$ cat config.mk
export PLATFORM = sky130hd
export DESIGN_NAME = dataflow_core_param_flat
export DESIGN_NICKNAME = d
export VERILOG_FILES = /design/src/rtl/dataflow_pkg.sv /design/src/rtl/dataflow_if.sv /design/src/rtl/dataflow_bus_mux.sv /design/src/rtl/dataflow_core_param.sv /design/src/flat_wrapper.sv
export SDC_FILE = /design/constraint.sdc
export NUM_CORES = 1
export LEC_CHECK = 0
export ABC_CLOCK_PERIOD_IN_PS = 2800
export BUFFER_PORTS_ARGS = -buffer_cell sky130_fd_sc_hd__clkbuf_2
export CORE_MARGIN = 2
export CORE_UTILIZATION = 52
export CTS_CLUSTER_DIAMETER = 50
export CTS_CLUSTER_SIZE = 14
export DETAILED_ROUTE_END_ITERATION = 6
export HOLD_SLACK_MARGIN = 0.03
export PLACE_DENSITY_LB_ADDON = 0.25
export RECOVER_POWER = 100
export SLEW_MARGIN = 20
export SYNTH_ARGS = -nofsm -noshare
export SYNTH_HDL_FRONTEND = slang
export SYNTH_SLANG_ARGS = --single-unit
$ cat constraint.sdc
create_clock -name clk -period 2.8 [get_ports clk]
set_input_delay 0.14 -clock clk [delete_from_list [all_inputs] [get_ports clk]]
set_output_delay 0.14 -clock clk [all_outputs]
set_load 0.02 [all_outputs]
$ cat src/rtl/dataflow_pkg.sv
// Shared definitions for the parametrised dataflow core: bus source encoding,
// width helpers and illegal-command flag positions.
package dataflow_pkg;

    localparam int SRC_IDLE = 0;
    localparam int SRC_GPR0 = 1;

    localparam int ILL_PC = 0;
    localparam int ILL_SP = 1;

    typedef enum logic [1:0] {
        SP_HOLD,
        SP_PUSH,
        SP_POP,
        SP_LOAD
    } spOp_e;

    // Non-GPR sources follow the GPR block in a fixed order.
    function automatic int srcPcl(input int numGpr);
        return SRC_GPR0 + numGpr;
    endfunction

    function automatic int srcPch(input int numGpr);
        return SRC_GPR0 + numGpr + 1;
    endfunction

    function automatic int srcSp(input int numGpr);
        return SRC_GPR0 + numGpr + 2;
    endfunction

    function automatic int srcDil(input int numGpr);
        return SRC_GPR0 + numGpr + 3;
    endfunction

    function automatic int srcConst(input int numGpr);
        return SRC_GPR0 + numGpr + 4;
    endfunction

    function automatic int srcWidth(input int numGpr);
        return $clog2(numGpr + 6);
    endfunction

    function automatic int busWidth(input int numBus);
        return (numBus > 1) ? $clog2(numBus) : 1;
    endfunction

endpackage

$ cat src/rtl/dataflow_if.sv
// Control/select and result signals between the decoder, the dataflow core
// and the external memory interface.
interface dataflow_if
    import dataflow_pkg::*;
#(
    parameter int DATA_W  = 8,
    parameter int NUM_GPR = 3,
    parameter int NUM_BUS = 3
);
    localparam int SRC_W = srcWidth(NUM_GPR);
    localparam int BUS_W = busWidth(NUM_BUS);

    logic [NUM_BUS*SRC_W-1:0]  bus_src_sel;
    logic [DATA_W-1:0]         const_in;
    logic [NUM_GPR-1:0]        gpr_load_en;
    logic [NUM_GPR*BUS_W-1:0]  gpr_load_bus;
    logic                      pc_inc;
    logic                      pc_dec;
    logic                      pc_load;
    logic [BUS_W-1:0]          pc_lo_bus;
    logic [BUS_W-1:0]          pc_hi_bus;
    logic                      sp_push;
    logic                      sp_pop;
    logic                      sp_load;
    logic [BUS_W-1:0]          sp_bus;
    logic                      abl_load;
    logic [BUS_W-1:0]          abl_bus;
    logic                      abh_load;
    logic [BUS_W-1:0]          abh_bus;
    logic                      dor_load;
    logic [BUS_W-1:0]          dor_bus;
    logic                      dil_load;
    logic [DATA_W-1:0]         ext_data_in;
    logic [DATA_W-1:0]         ext_data_out;
    logic [2*DATA_W-1:0]       addr_out;
    logic [2*DATA_W-1:0]       pc_out;
    logic [DATA_W-1:0]         sp_out;
    logic                      page_cross;
    logic [1:0]                illegal_cmd;
    logic [NUM_BUS*DATA_W-1:0] bus_mon;

    modport master (
        output bus_src_sel, const_in, gpr_load_en, gpr_load_bus,
               pc_inc, pc_dec, pc_load, pc_lo_bus, pc_hi_bus,
               sp_push, sp_pop, sp_load, sp_bus,
               abl_load, abl_bus, abh_load, abh_bus, dor_load, dor_bus,
               dil_load, ext_data_in,
        input  ext_data_out, addr_out, pc_out, sp_out, page_cross,
               illegal_cmd, bus_mon
    );

    modport slave (
        input  bus_src_sel, const_in, gpr_load_en, gpr_load_bus,
               pc_inc, pc_dec, pc_load, pc_lo_bus, pc_hi_bus,
               sp_push, sp_pop, sp_load, sp_bus,
               abl_load, abl_bus, abh_load, abh_bus, dor_load, dor_bus,
               dil_load, ext_data_in,
        output ext_data_out, addr_out, pc_out, sp_out, page_cross,
               illegal_cmd, bus_mon
    );

endinterface

$ cat src/rtl/dataflow_bus_mux.sv
// One internal bus: encoded source select over the register file, PC, SP,
// DIL and the controller constant. Unused codes read the precharge value.
module dataflow_bus_mux
    import dataflow_pkg::*;
#(
    parameter int                DATA_W     = 8,
    parameter int                NUM_GPR    = 3,
    parameter logic [DATA_W-1:0] IDLE_VALUE = '1,
    parameter int                SRC_W      = srcWidth(NUM_GPR)
) (
    input  logic [SRC_W-1:0]          srcSel,
    input  logic [NUM_GPR*DATA_W-1:0] gprFlat,
    input  logic [DATA_W-1:0]         pcLo,
    input  logic [DATA_W-1:0]         pcHi,
    input  logic [DATA_W-1:0]         spVal,
    input  logic [DATA_W-1:0]         dilVal,
    input  logic [DATA_W-1:0]         constVal,
    output logic [DATA_W-1:0]         busVal
);

    always_comb begin
        busVal = IDLE_VALUE;
        for (int g = 0; g < NUM_GPR; g++) begin
            if (srcSel == SRC_W'(SRC_GPR0 + g)) busVal = gprFlat[g*DATA_W +: DATA_W];
        end
        if (srcSel == SRC_W'(srcPcl(NUM_GPR)))   busVal = pcLo;
        if (srcSel == SRC_W'(srcPch(NUM_GPR)))   busVal = pcHi;
        if (srcSel == SRC_W'(srcSp(NUM_GPR)))    busVal = spVal;
        if (srcSel == SRC_W'(srcDil(NUM_GPR)))   busVal = dilVal;
        if (srcSel == SRC_W'(srcConst(NUM_GPR))) busVal = constVal;
    end

endmodule

$ cat src/rtl/dataflow_core_param.sv
// Parametrised internal datapath: encoded-source buses feeding GPRs, PC, SP,
// address/data output registers and the data-input latch.
module dataflow_core_param
    import dataflow_pkg::*;
#(
    parameter int                  DATA_W     = 8,
    parameter int                  NUM_GPR    = 3,
    parameter int                  NUM_BUS    = 3,
    parameter logic [2*DATA_W-1:0] RESET_PC   = 16'hFFFC,
    parameter logic [DATA_W-1:0]   SP_RESET   = 8'hFF,
    parameter logic [DATA_W-1:0]   IDLE_VALUE = '1
) (
    input logic       clk,
    input logic       nrst,
    dataflow_if.slave ctl
);

    localparam int SRC_W  = srcWidth(NUM_GPR);
    localparam int BUS_W  = busWidth(NUM_BUS);
    localparam int ADDR_W = 2 * DATA_W;

    logic [DATA_W-1:0]         gpr [NUM_GPR];
    logic [NUM_GPR*DATA_W-1:0] gprFlat;
    logic [ADDR_W-1:0]         pc;
    logic [DATA_W-1:0]         sp;
    logic [DATA_W-1:0]         abl;
    logic [DATA_W-1:0]         abh;
    logic [DATA_W-1:0]         dor;
    logic [DATA_W-1:0]         dil;
    logic                      pageCross;
    logic [1:0]                illegalCmd;
    logic [NUM_BUS*DATA_W-1:0] busFlat;

    logic [ADDR_W-1:0] pcBase;
    logic [ADDR_W-1:0] pcNext;
    logic              pcStep;
    logic              pcConflict;
    logic              pcCross;
    logic              spConflict;
    spOp_e             spOp;

    // A bus index past the last bus behaves like an idle (precharged) bus.
    function automatic logic [DATA_W-1:0] pickBus(input logic [BUS_W-1:0] idx,
                                                  input logic [NUM_BUS*DATA_W-1:0] flat);
        pickBus = IDLE_VALUE;
        for (int b = 0; b < NUM_BUS; b++) begin
            if (idx == BUS_W'(b)) pickBus = flat[b*DATA_W +: DATA_W];
        end
    endfunction

    always_comb begin
        gprFlat = '0;
        for (int g = 0; g < NUM_GPR; g++) gprFlat[g*DATA_W +: DATA_W] = gpr[g];
    end

    for (genvar b = 0; b < NUM_BUS; b++) begin : gBus
        dataflow_bus_mux #(
            .DATA_W     (DATA_W),
            .NUM_GPR    (NUM_GPR),
            .IDLE_VALUE (IDLE_VALUE),
            .SRC_W      (SRC_W)
        ) uMux (
            .srcSel   (ctl.bus_src_sel[b*SRC_W +: SRC_W]),
            .gprFlat  (gprFlat),
            .pcLo     (pc[DATA_W-1:0]),
            .pcHi     (pc[ADDR_W-1:DATA_W]),
            .spVal    (sp),
            .dilVal   (dil),
            .constVal (ctl.const_in),
            .busVal   (busFlat[b*DATA_W +: DATA_W])
        );
    end

    // Load picks the base, then a lone inc/dec adjusts it (jump-then-advance).
    always_comb begin
        pcBase     = ctl.pc_load ? {pickBus(ctl.pc_hi_bus, busFlat), pickBus(ctl.pc_lo_bus, busFlat)} : pc;
        pcStep     = ctl.pc_inc ^ ctl.pc_dec;
        pcConflict = ctl.pc_inc & ctl.pc_dec;
        pcNext     = pcBase;
        if (ctl.pc_inc && !ctl.pc_dec) pcNext = pcBase + ADDR_W'(1);
        if (ctl.pc_dec && !ctl.pc_inc) pcNext = pcBase - ADDR_W'(1);
        pcCross    = (pcNext[ADDR_W-1:DATA_W] != pcBase[ADDR_W-1:DATA_W]);
    end

    always_comb begin
        spConflict = (ctl.sp_push & ctl.sp_pop) | (ctl.sp_push & ctl.sp_load) | (ctl.sp_pop & ctl.sp_load);
        spOp       = SP_HOLD;
        if (!spConflict) begin
            if (ctl.sp_push)     spOp = SP_PUSH;
            else if (ctl.sp_pop) spOp = SP_POP;
            else if (ctl.sp_load) spOp = SP_LOAD;
        end
    end

    always_ff @(posedge clk or negedge nrst) begin
        if (!nrst) begin
            for (int g = 0; g < NUM_GPR; g++) gpr[g] <= '0;
            pc         <= RESET_PC;
            sp         <= SP_RESET;
            abl        <= '0;
            abh        <= '0;
            dor        <= '0;
            dil        <= '0;
            pageCross  <= 1'b0;
            illegalCmd <= '0;
        end else begin
            for (int g = 0; g < NUM_GPR; g++) begin
                if (ctl.gpr_load_en[g]) gpr[g] <= pickBus(ctl.gpr_load_bus[g*BUS_W +: BUS_W], busFlat);
            end
            pc <= pcNext;
            if (pcStep)     pageCross <= pcCross;
            if (pcConflict) illegalCmd[ILL_PC] <= 1'b1;
            case (spOp)
                SP_PUSH: sp <= sp - DATA_W'(1);
                SP_POP:  sp <= sp + DATA_W'(1);
                SP_LOAD: sp <= pickBus(ctl.sp_bus, busFlat);
                default: ;
            endcase
            if (spConflict)   illegalCmd[ILL_SP] <= 1'b1;
            if (ctl.abl_load) abl <= pickBus(ctl.abl_bus, busFlat);
            if (ctl.abh_load) abh <= pickBus(ctl.abh_bus, busFlat);
            if (ctl.dor_load) dor <= pickBus(ctl.dor_bus, busFlat);
            if (ctl.dil_load) dil <= ctl.ext_data_in;
        end
    end

    assign ctl.ext_data_out = dor;
    assign ctl.addr_out     = {abh, abl};
    assign ctl.pc_out       = pc;
    assign ctl.sp_out       = sp;
    assign ctl.page_cross   = pageCross;
    assign ctl.illegal_cmd  = illegalCmd;
    assign ctl.bus_mon      = busFlat;

endmodule

$ cat src/flat_wrapper.sv
// flat-port wrapper written by rule: the top's interface ports become plain ports
module dataflow_core_param_flat import dataflow_pkg::*;
#(
    parameter int                  DATA_W     = 8,
    parameter int                  NUM_GPR    = 3,
    parameter int                  NUM_BUS    = 3,
    parameter logic [2*DATA_W-1:0] RESET_PC   = 16'hFFFC,
    parameter logic [DATA_W-1:0]   SP_RESET   = 8'hFF,
    parameter logic [DATA_W-1:0]   IDLE_VALUE = '1
)
  (clk, nrst, ctl_bus_src_sel, ctl_const_in, ctl_gpr_load_en, ctl_gpr_load_bus, ctl_pc_inc, ctl_pc_dec, ctl_pc_load, ctl_pc_lo_bus, ctl_pc_hi_bus, ctl_sp_push, ctl_sp_pop, ctl_sp_load, ctl_sp_bus, ctl_abl_load, ctl_abl_bus, ctl_abh_load, ctl_abh_bus, ctl_dor_load, ctl_dor_bus, ctl_dil_load, ctl_ext_data_in, ctl_ext_data_out, ctl_addr_out, ctl_pc_out, ctl_sp_out, ctl_page_cross, ctl_illegal_cmd, ctl_bus_mon);
  dataflow_if #(.DATA_W(DATA_W), .NUM_GPR(NUM_GPR), .NUM_BUS(NUM_BUS)) ctl_i ();
  input logic clk;
  input logic nrst;
  input wire logic [$bits(ctl_i.bus_src_sel)-1:0] ctl_bus_src_sel;
  input wire logic [$bits(ctl_i.const_in)-1:0] ctl_const_in;
  input wire logic [$bits(ctl_i.gpr_load_en)-1:0] ctl_gpr_load_en;
  input wire logic [$bits(ctl_i.gpr_load_bus)-1:0] ctl_gpr_load_bus;
  input wire logic [$bits(ctl_i.pc_inc)-1:0] ctl_pc_inc;
  input wire logic [$bits(ctl_i.pc_dec)-1:0] ctl_pc_dec;
  input wire logic [$bits(ctl_i.pc_load)-1:0] ctl_pc_load;
  input wire logic [$bits(ctl_i.pc_lo_bus)-1:0] ctl_pc_lo_bus;
  input wire logic [$bits(ctl_i.pc_hi_bus)-1:0] ctl_pc_hi_bus;
  input wire logic [$bits(ctl_i.sp_push)-1:0] ctl_sp_push;
  input wire logic [$bits(ctl_i.sp_pop)-1:0] ctl_sp_pop;
  input wire logic [$bits(ctl_i.sp_load)-1:0] ctl_sp_load;
  input wire logic [$bits(ctl_i.sp_bus)-1:0] ctl_sp_bus;
  input wire logic [$bits(ctl_i.abl_load)-1:0] ctl_abl_load;
  input wire logic [$bits(ctl_i.abl_bus)-1:0] ctl_abl_bus;
  input wire logic [$bits(ctl_i.abh_load)-1:0] ctl_abh_load;
  input wire logic [$bits(ctl_i.abh_bus)-1:0] ctl_abh_bus;
  input wire logic [$bits(ctl_i.dor_load)-1:0] ctl_dor_load;
  input wire logic [$bits(ctl_i.dor_bus)-1:0] ctl_dor_bus;
  input wire logic [$bits(ctl_i.dil_load)-1:0] ctl_dil_load;
  input wire logic [$bits(ctl_i.ext_data_in)-1:0] ctl_ext_data_in;
  output wire logic [$bits(ctl_i.ext_data_out)-1:0] ctl_ext_data_out;
  output wire logic [$bits(ctl_i.addr_out)-1:0] ctl_addr_out;
  output wire logic [$bits(ctl_i.pc_out)-1:0] ctl_pc_out;
  output wire logic [$bits(ctl_i.sp_out)-1:0] ctl_sp_out;
  output wire logic [$bits(ctl_i.page_cross)-1:0] ctl_page_cross;
  output wire logic [$bits(ctl_i.illegal_cmd)-1:0] ctl_illegal_cmd;
  output wire logic [$bits(ctl_i.bus_mon)-1:0] ctl_bus_mon;
  assign ctl_i.bus_src_sel = ctl_bus_src_sel;
  assign ctl_i.const_in = ctl_const_in;
  assign ctl_i.gpr_load_en = ctl_gpr_load_en;
  assign ctl_i.gpr_load_bus = ctl_gpr_load_bus;
  assign ctl_i.pc_inc = ctl_pc_inc;
  assign ctl_i.pc_dec = ctl_pc_dec;
  assign ctl_i.pc_load = ctl_pc_load;
  assign ctl_i.pc_lo_bus = ctl_pc_lo_bus;
  assign ctl_i.pc_hi_bus = ctl_pc_hi_bus;
  assign ctl_i.sp_push = ctl_sp_push;
  assign ctl_i.sp_pop = ctl_sp_pop;
  assign ctl_i.sp_load = ctl_sp_load;
  assign ctl_i.sp_bus = ctl_sp_bus;
  assign ctl_i.abl_load = ctl_abl_load;
  assign ctl_i.abl_bus = ctl_abl_bus;
  assign ctl_i.abh_load = ctl_abh_load;
  assign ctl_i.abh_bus = ctl_abh_bus;
  assign ctl_i.dor_load = ctl_dor_load;
  assign ctl_i.dor_bus = ctl_dor_bus;
  assign ctl_i.dil_load = ctl_dil_load;
  assign ctl_i.ext_data_in = ctl_ext_data_in;
  assign ctl_ext_data_out = ctl_i.ext_data_out;
  assign ctl_addr_out = ctl_i.addr_out;
  assign ctl_pc_out = ctl_i.pc_out;
  assign ctl_sp_out = ctl_i.sp_out;
  assign ctl_page_cross = ctl_i.page_cross;
  assign ctl_illegal_cmd = ctl_i.illegal_cmd;
  assign ctl_bus_mon = ctl_i.bus_mon;
  dataflow_core_param #(.DATA_W(DATA_W), .NUM_GPR(NUM_GPR), .NUM_BUS(NUM_BUS), .RESET_PC(RESET_PC), .SP_RESET(SP_RESET), .IDLE_VALUE(IDLE_VALUE)) u_core (.clk(clk), .nrst(nrst), .ctl(ctl_i));
endmodule
# == After elaboration in Yosys (flattened, before gate mapping) ==
# Index checks and enable logic that the tools add are counted.
# totals
ff_bits,83
in_bits,61
wordCells,142
# op_classes
n_addsub,4
n_eq_ne,46
mux,59
n_bitwise,7
reduce_logical,14
# op_table
op,n
$mux 8,51
$eq 4x3->1 const B,12
$mux 16,3
$eq 4x2->1 const B,6
$pmux 8 s3,1
$eq 2x2->1 const B,11
$eq 2x1->1 const B,10
$logic_not 2->1,9
$add 16x1->16 const B,1
$sub 16x1->16 const B,1
$eq 4x1->1 const B,3
$eq 4x4->1 const B,3
$add 8x1->8 const B,1
$mux 2,4
$ne 8x8->1,1
$sub 8x1->8 const B,1
$and 1x1->1,4
$reduce_bool 3->1,1
$logic_and 1x1->1,2
$logic_not 1->1,2
$or 1x1->1,2
$xor 1x1->1,1

# == Logic depth before layout (Yosys ltp) ==
# logic_depth
ltp_word,17
mapped_depth,16
ltp_nobuf,13

# == By module ==
# From an unflattened synthesis, not the netlist that was laid out.
# unflattened
cells_unflattened,923
area_unflattened_um2,7880.1
# modules_own_cells
module,instances,cells_each,area_per_inst_um2,seq_area_each_um2
dataflow_core_param,1,596,5710.5,2104.5
dataflow_bus_mux,3,109,723.2,0.0

# == Worst setup path after synthesis ==
# No wires, ideal clock.
# synth_timing
path_type,in2reg
start,input ctl_bus_src_sel[1]
end,register u_core.pc[14] (netlist: u_core.ctl.pc_out[14])
setup_time_ns,0.075
arrival_ns,3.430
path_slack_ns,-0.704
path_stages,15
n_path_buf,2
path_cell_list,buf_2 clkbuf_1 or3b_2 a21oi_1 a211oi_1 nor2_1 mux2i_1 a21oi_2 ha_1 and2_1 nand3_1 or3_1 or3_1 o21ai_2 xor2_1
# synth_between
elab_chain_cells,16
# synth_rtl
item,line,text
"start, declared",flat_wrapper.sv:15,input wire logic [$bits(ctl_i.bus_src_sel)-1:0] ctl_bus_src_sel;
$eq 4x1->1,dataflow_bus_mux.sv:24,if (srcSel == SRC_W'(SRC_GPR0 + g)) busVal = gprFlat[g*DATA_W +: DATA_W];
$mux 8 (3 in a row),dataflow_bus_mux.sv:24,
$mux 8,dataflow_bus_mux.sv:26,if (srcSel == SRC_W'(srcPcl(NUM_GPR))) busVal = pcLo;
$mux 8,dataflow_bus_mux.sv:27,if (srcSel == SRC_W'(srcPch(NUM_GPR))) busVal = pcHi;
$mux 8,dataflow_bus_mux.sv:28,if (srcSel == SRC_W'(srcSp(NUM_GPR))) busVal = spVal;
$mux 8,dataflow_bus_mux.sv:29,if (srcSel == SRC_W'(srcDil(NUM_GPR))) busVal = dilVal;
$mux 8 *,dataflow_bus_mux.sv:30,if (srcSel == SRC_W'(srcConst(NUM_GPR))) busVal = constVal;
named net ctl_bus_mon[1],flat_wrapper.sv:42,output wire logic [$bits(ctl_i.bus_mon)-1:0] ctl_bus_mon;
$mux 8 (3 in a row),dataflow_core_param.sv:47,if (idx == BUS_W'(b)) pickBus = flat[b*DATA_W +: DATA_W];
$mux 16 *,dataflow_core_param.sv:76,"pcBase = ctl.pc_load ? {pickBus(ctl.pc_hi_bus, busFlat), pickBus(ctl.pc_lo_bus, busFlat)} : pc;"
$add 16x1->16,dataflow_core_param.sv:80,if (ctl.pc_inc && !ctl.pc_dec) pcNext = pcBase + ADDR_W'(1);
$mux 16,dataflow_core_param.sv:80,
$mux 16 *,dataflow_core_param.sv:81,if (ctl.pc_dec && !ctl.pc_inc) pcNext = pcBase - ADDR_W'(1);
named net u_core.pcNext[14],dataflow_core_param.sv:35,logic [ADDR_W-1:0] pcNext;
"end signal, assigned",dataflow_core_param.sv:110,pc <= pcNext;
"end, declared",dataflow_core_param.sv:24,logic [ADDR_W-1:0] pc;
# The timed path passes the listed nets; every way through them passes the cells marked *.
# A chain may end at the register's enable or synchronous reset.

# == Worst setup path in the final report ==
# layout_timing
start,register u_core.pc[6] (netlist: u_core.ctl.pc_out[6])
end,register u_core.pc[12] (netlist: u_core.ctl.pc_out[12])
# layout_between
elab_chain_cells,12
# layout_rtl
item,line
$mux 8,dataflow_bus_mux.sv:26
$mux 8,dataflow_bus_mux.sv:27
$mux 8,dataflow_bus_mux.sv:28
$mux 8,dataflow_bus_mux.sv:29
$mux 8,dataflow_bus_mux.sv:30
$mux 8 (3 in a row),dataflow_core_param.sv:47
$mux 16 *,dataflow_core_param.sv:76
$add 16x1->16,dataflow_core_param.sv:80
$mux 16,dataflow_core_param.sv:80
$mux 16 *,dataflow_core_param.sv:81
named net u_core.pcNext[12],dataflow_core_param.sv:35
# Marked as above.

==> reports/results.tsv <==
metric	value	unit
fin_util	0.739	
synthCells	944	
end_kind	flip-flop	
fmax	305	MHz
synth_top_area_cell	dfrtp_1	
ctsRootBufferMaster	clkbuf_16	
fill_cells	1126	
path_max_fanout	5	
hold_class	in2reg	
grt_pass1_wl	51.0	mm
regArea	2100	um2
initial_utilization	0.527	
synthTopCellsByArea	dfrtp_1, dfstp_2, o21ai_0	
yosys.cell_count.top_type	o21ai_0	
place_congestion	1.08	
min_period	3.28	ns
p_leak	4.60	nW
port_buffers	135	
slew_headroom	-0.355	
whs	0.0395	ns
critPathLaunchType	flip-flop	
io_pins	136	
row_count	44	
worst_path_max_delay_cell	dfstp_1	
num_antenna_cells	0	
status	finished with violations	
max-cap-violations	1	
power.internal	3.64	mW
final_hold_viol_count	0	
dr.pass1.iters	6	
ant_nets	0	
crit_end	u_core.ctl.pc_out[12]	
routedWlPerCell	24.4	um
fp.dieArea	15500	um2
r2r_end	u_core.ctl.pc_out[12]	
track_usage	0.425	
switching_share	0.422	
power_switching	2.66	mW
via_per_inst	6.60	
synthFlopType	dfrtp_1	
first_global_vias	8879	
synth_async_sr_flop_share	1.00	
finalPower	6.30	mW
synth_seq_cells	83	
grt_start_max_net_pins	78	
rsz0062_at_grt	yes	
slew_violations	78	
multiInputGateArea	5210	um2
failed_checks	capacitance limit, slew limit, setup timing	
core	14400	um2
syn-num-nets	1017	
crit_required	3.09	ns
ys_seq_area_frac	0.278	
timing.critical_path.mode_cell	or3_4	
yosysWarningCount	0	
r2r_slack	-0.48	ns
path_clk_slew	0.08	ns
first_iter_violations	1420	
die_w	125	um
r2r_cells	10	
dp_hpwl	25.4	mm
final.setup_skew	0.0134	ns
path_cells	nor2b_1 -> o22a_1 -> o32ai_1 -> a31oi_2 -> a221oi_2 -> or4_1 -> or3_4 -> or3_4 -> o41a_1 -> xnor2_2	
synth_edf_count	0	
vias	9481	
clk_latency	0.36	ns
clkPwrFrac	0.235	
setup_slack	-0.477	ns
antenna_found_initial	0	
wl	35.0	mm
h-tree-depth	3	
period_share	1.17	
r2r_start	u_core.ctl.pc_out[6]	
drive_gt1_frac	0.385	
worstMarginPinSlew	2.03	ns
yosysTopAreaCellShare	0.202	
critical-path-max-stage-delay	0.75	ns
die_y	125	um
p_seq_frac	0.286	
path_class	reg2reg	
finalSetupViolCount	11	
num-nets-final	1320	
clockBufferDepth	2	
pwr-share-comb	0.479	
grt_overflow	0	
synth_area	7570	um2
avgSynthCellArea	8.02	um2
drc	0	
critPathLaunch	u_core.ctl.pc_out[6]	
tritoncts	built	
synth_commonest_cells	o21ai_0, nor2_1, inv_1, dfrtp_1	
ir_drop	0.000485	V
area_growth_syn_to_layout	40.2	%
synth_cell_types	84	
clock_sinks	83	
p_per_area	593	nW/um2
arrival	3.57	ns
cts_made_buffers	9	
cells by family after synthesis:
group / Yosys count / share of synthesized area
XOR/XNOR: 21 / 0.0243
AO/OA/AOI/OAI: 364 / 0.335
adder cells (fa/ha/maj): 12 / 0.0208
flip-flops: 83 / 0.278
AND/OR/NAND/NOR: 267 / 0.187
multiplexers: 52 / 0.0775
buffers and inverters: 145 / 0.0775
power groups by stage:
stage / Clock (mW) / Sequential, mW / Combinational (mW)
6_report: 1.48 / 1.80 / 3.02
5_1_grt: 1.52 / 1.80 / 3.22
4_1_cts: 1.46 / 1.79 / 2.86
3_5_place_dp: 0 / 1.81 / 2.80
3_3_place_gp: 0 / 1.81 / 2.75
2_1_floorplan: 0 / 1.88 / 1.33
layer usage:
metal	GRT usage	wire [um]	up-vias
met5	0	0	-
met4	0.238	2440	0
met3	0.0743	3750	182
met2	0.649	15500	708
met1	0.569	13300	4455
li1	-	-	4136
flip-flops by register name (all words and copies together) (netlist names):
register and flops:
u_core.gpr 24, u_core.ctl.pc_out 16, u_core.abh 8, u_core.abl 8
u_core.ctl.ext_data_out 8, u_core.ctl.sp_out 8, u_core.dil 8, u_core.ctl.illegal_cmd 2
u_core.ctl.page_cross 1
layout by cell type, fill, tap and decap left out, types with 6 or more instances in the layout:
| cell type | n |
|---|---|
| nor2_1 | 68 |
| dfrtp_1 | 61 |
| o21a_1 | 7 |
| mux2i_1 | 7 |
| ha_1 | 9 |
| o221ai_1 | 51 |
| a21oi_2 | 8 |
| nor3b_1 | 9 |
| and3_1 | 8 |
| xor2_1 | 8 |
| o22a_1 | 7 |
| clkbuf_16 | 9 |
| a211o_1 | 11 |
| a21oi_1 | 43 |
| buf_4 | 212 |
| clkbuf_2 | 101 |
| xnor2_1 | 8 |
| nand2_1 | 50 |
| nor2b_1 | 20 |
| or2_2 | 6 |
| dfstp_1 | 7 |
| buf_6 | 8 |
| o2111ai_1 | 11 |
| nand3_1 | 15 |
| o22ai_1 | 33 |
| o21ai_0 | 107 |
| clkbuf_1 | 37 |
| or3_4 | 6 |
| mux2_2 | 43 |
| inv_1 | 67 |
| nand2b_1 | 28 |
| dlygate4sd3_1 | 7 |
| dfstp_2 | 15 |
| o21bai_1 | 7 |
through the flow:
stage / instances / instance area [um2] / worst slack [ns] / setup TNS (ns)
3_5_place_dp: 1402 / 9910 / -0.406 / -3.35
6_report: 1436 / 10600 / -0.477 / -3.15
2_1_floorplan: 944 / 7720 / -0.393 / -1.47
3_3_place_gp: 1402 / 9910 / -0.345 / -2.71
4_1_cts: 1431 / 10500 / -0.344 / -2.11
5_1_grt: 1436 / 10600 / -0.530 / -4.11
worst min-delay path by stage:
stage | from | depth (start not counted) | end
floorplan | nrst | 0 | u_core.abh[0]
global placement | nrst | 1 | u_core.ctl.illegal_cmd[0]
detailed placement | ctl_ext_data_in[1] | 3 | u_core.dil[1]
CTS | ctl_ext_data_in[6] | 2 | u_core.dil[6]
global route | ctl_ext_data_in[6] | 2 | u_core.dil[6]
finish | ctl_ext_data_in[6] | 2 | u_core.dil[6]
layout make-up:
| class | instances | share of cell area |
|---|---|---|
| clock inverter | 7 | 0.0120 |
| inverter | 69 | 0.0244 |
| sequential | 83 | 0.198 |
| tap | 184 | 0.0217 |
| timing repair buffer | 368 | 0.231 |
| multi-input combinational | 716 | 0.491 |
| clock buffer | 9 | 0.0212 |
worst max-delay path: cells and delay by family (launching register included):
kind	cells	cell delay (ns)
AO/OA/AOI/OAI	5	0.86
AND/OR/NAND/NOR	4	1.43
flip-flops	1	0.75
XOR/XNOR	1	0.17
what timing repair did:
action	CTS	global route
resized for setup	19	30
endpoints found under the hold margin	67	0
pin swaps	22	14
buffers inserted	6	5
hold buffers	7	0
endpoints found under the setup margin	11	14
Note: power is estimated with default switching activity, not from simulation.
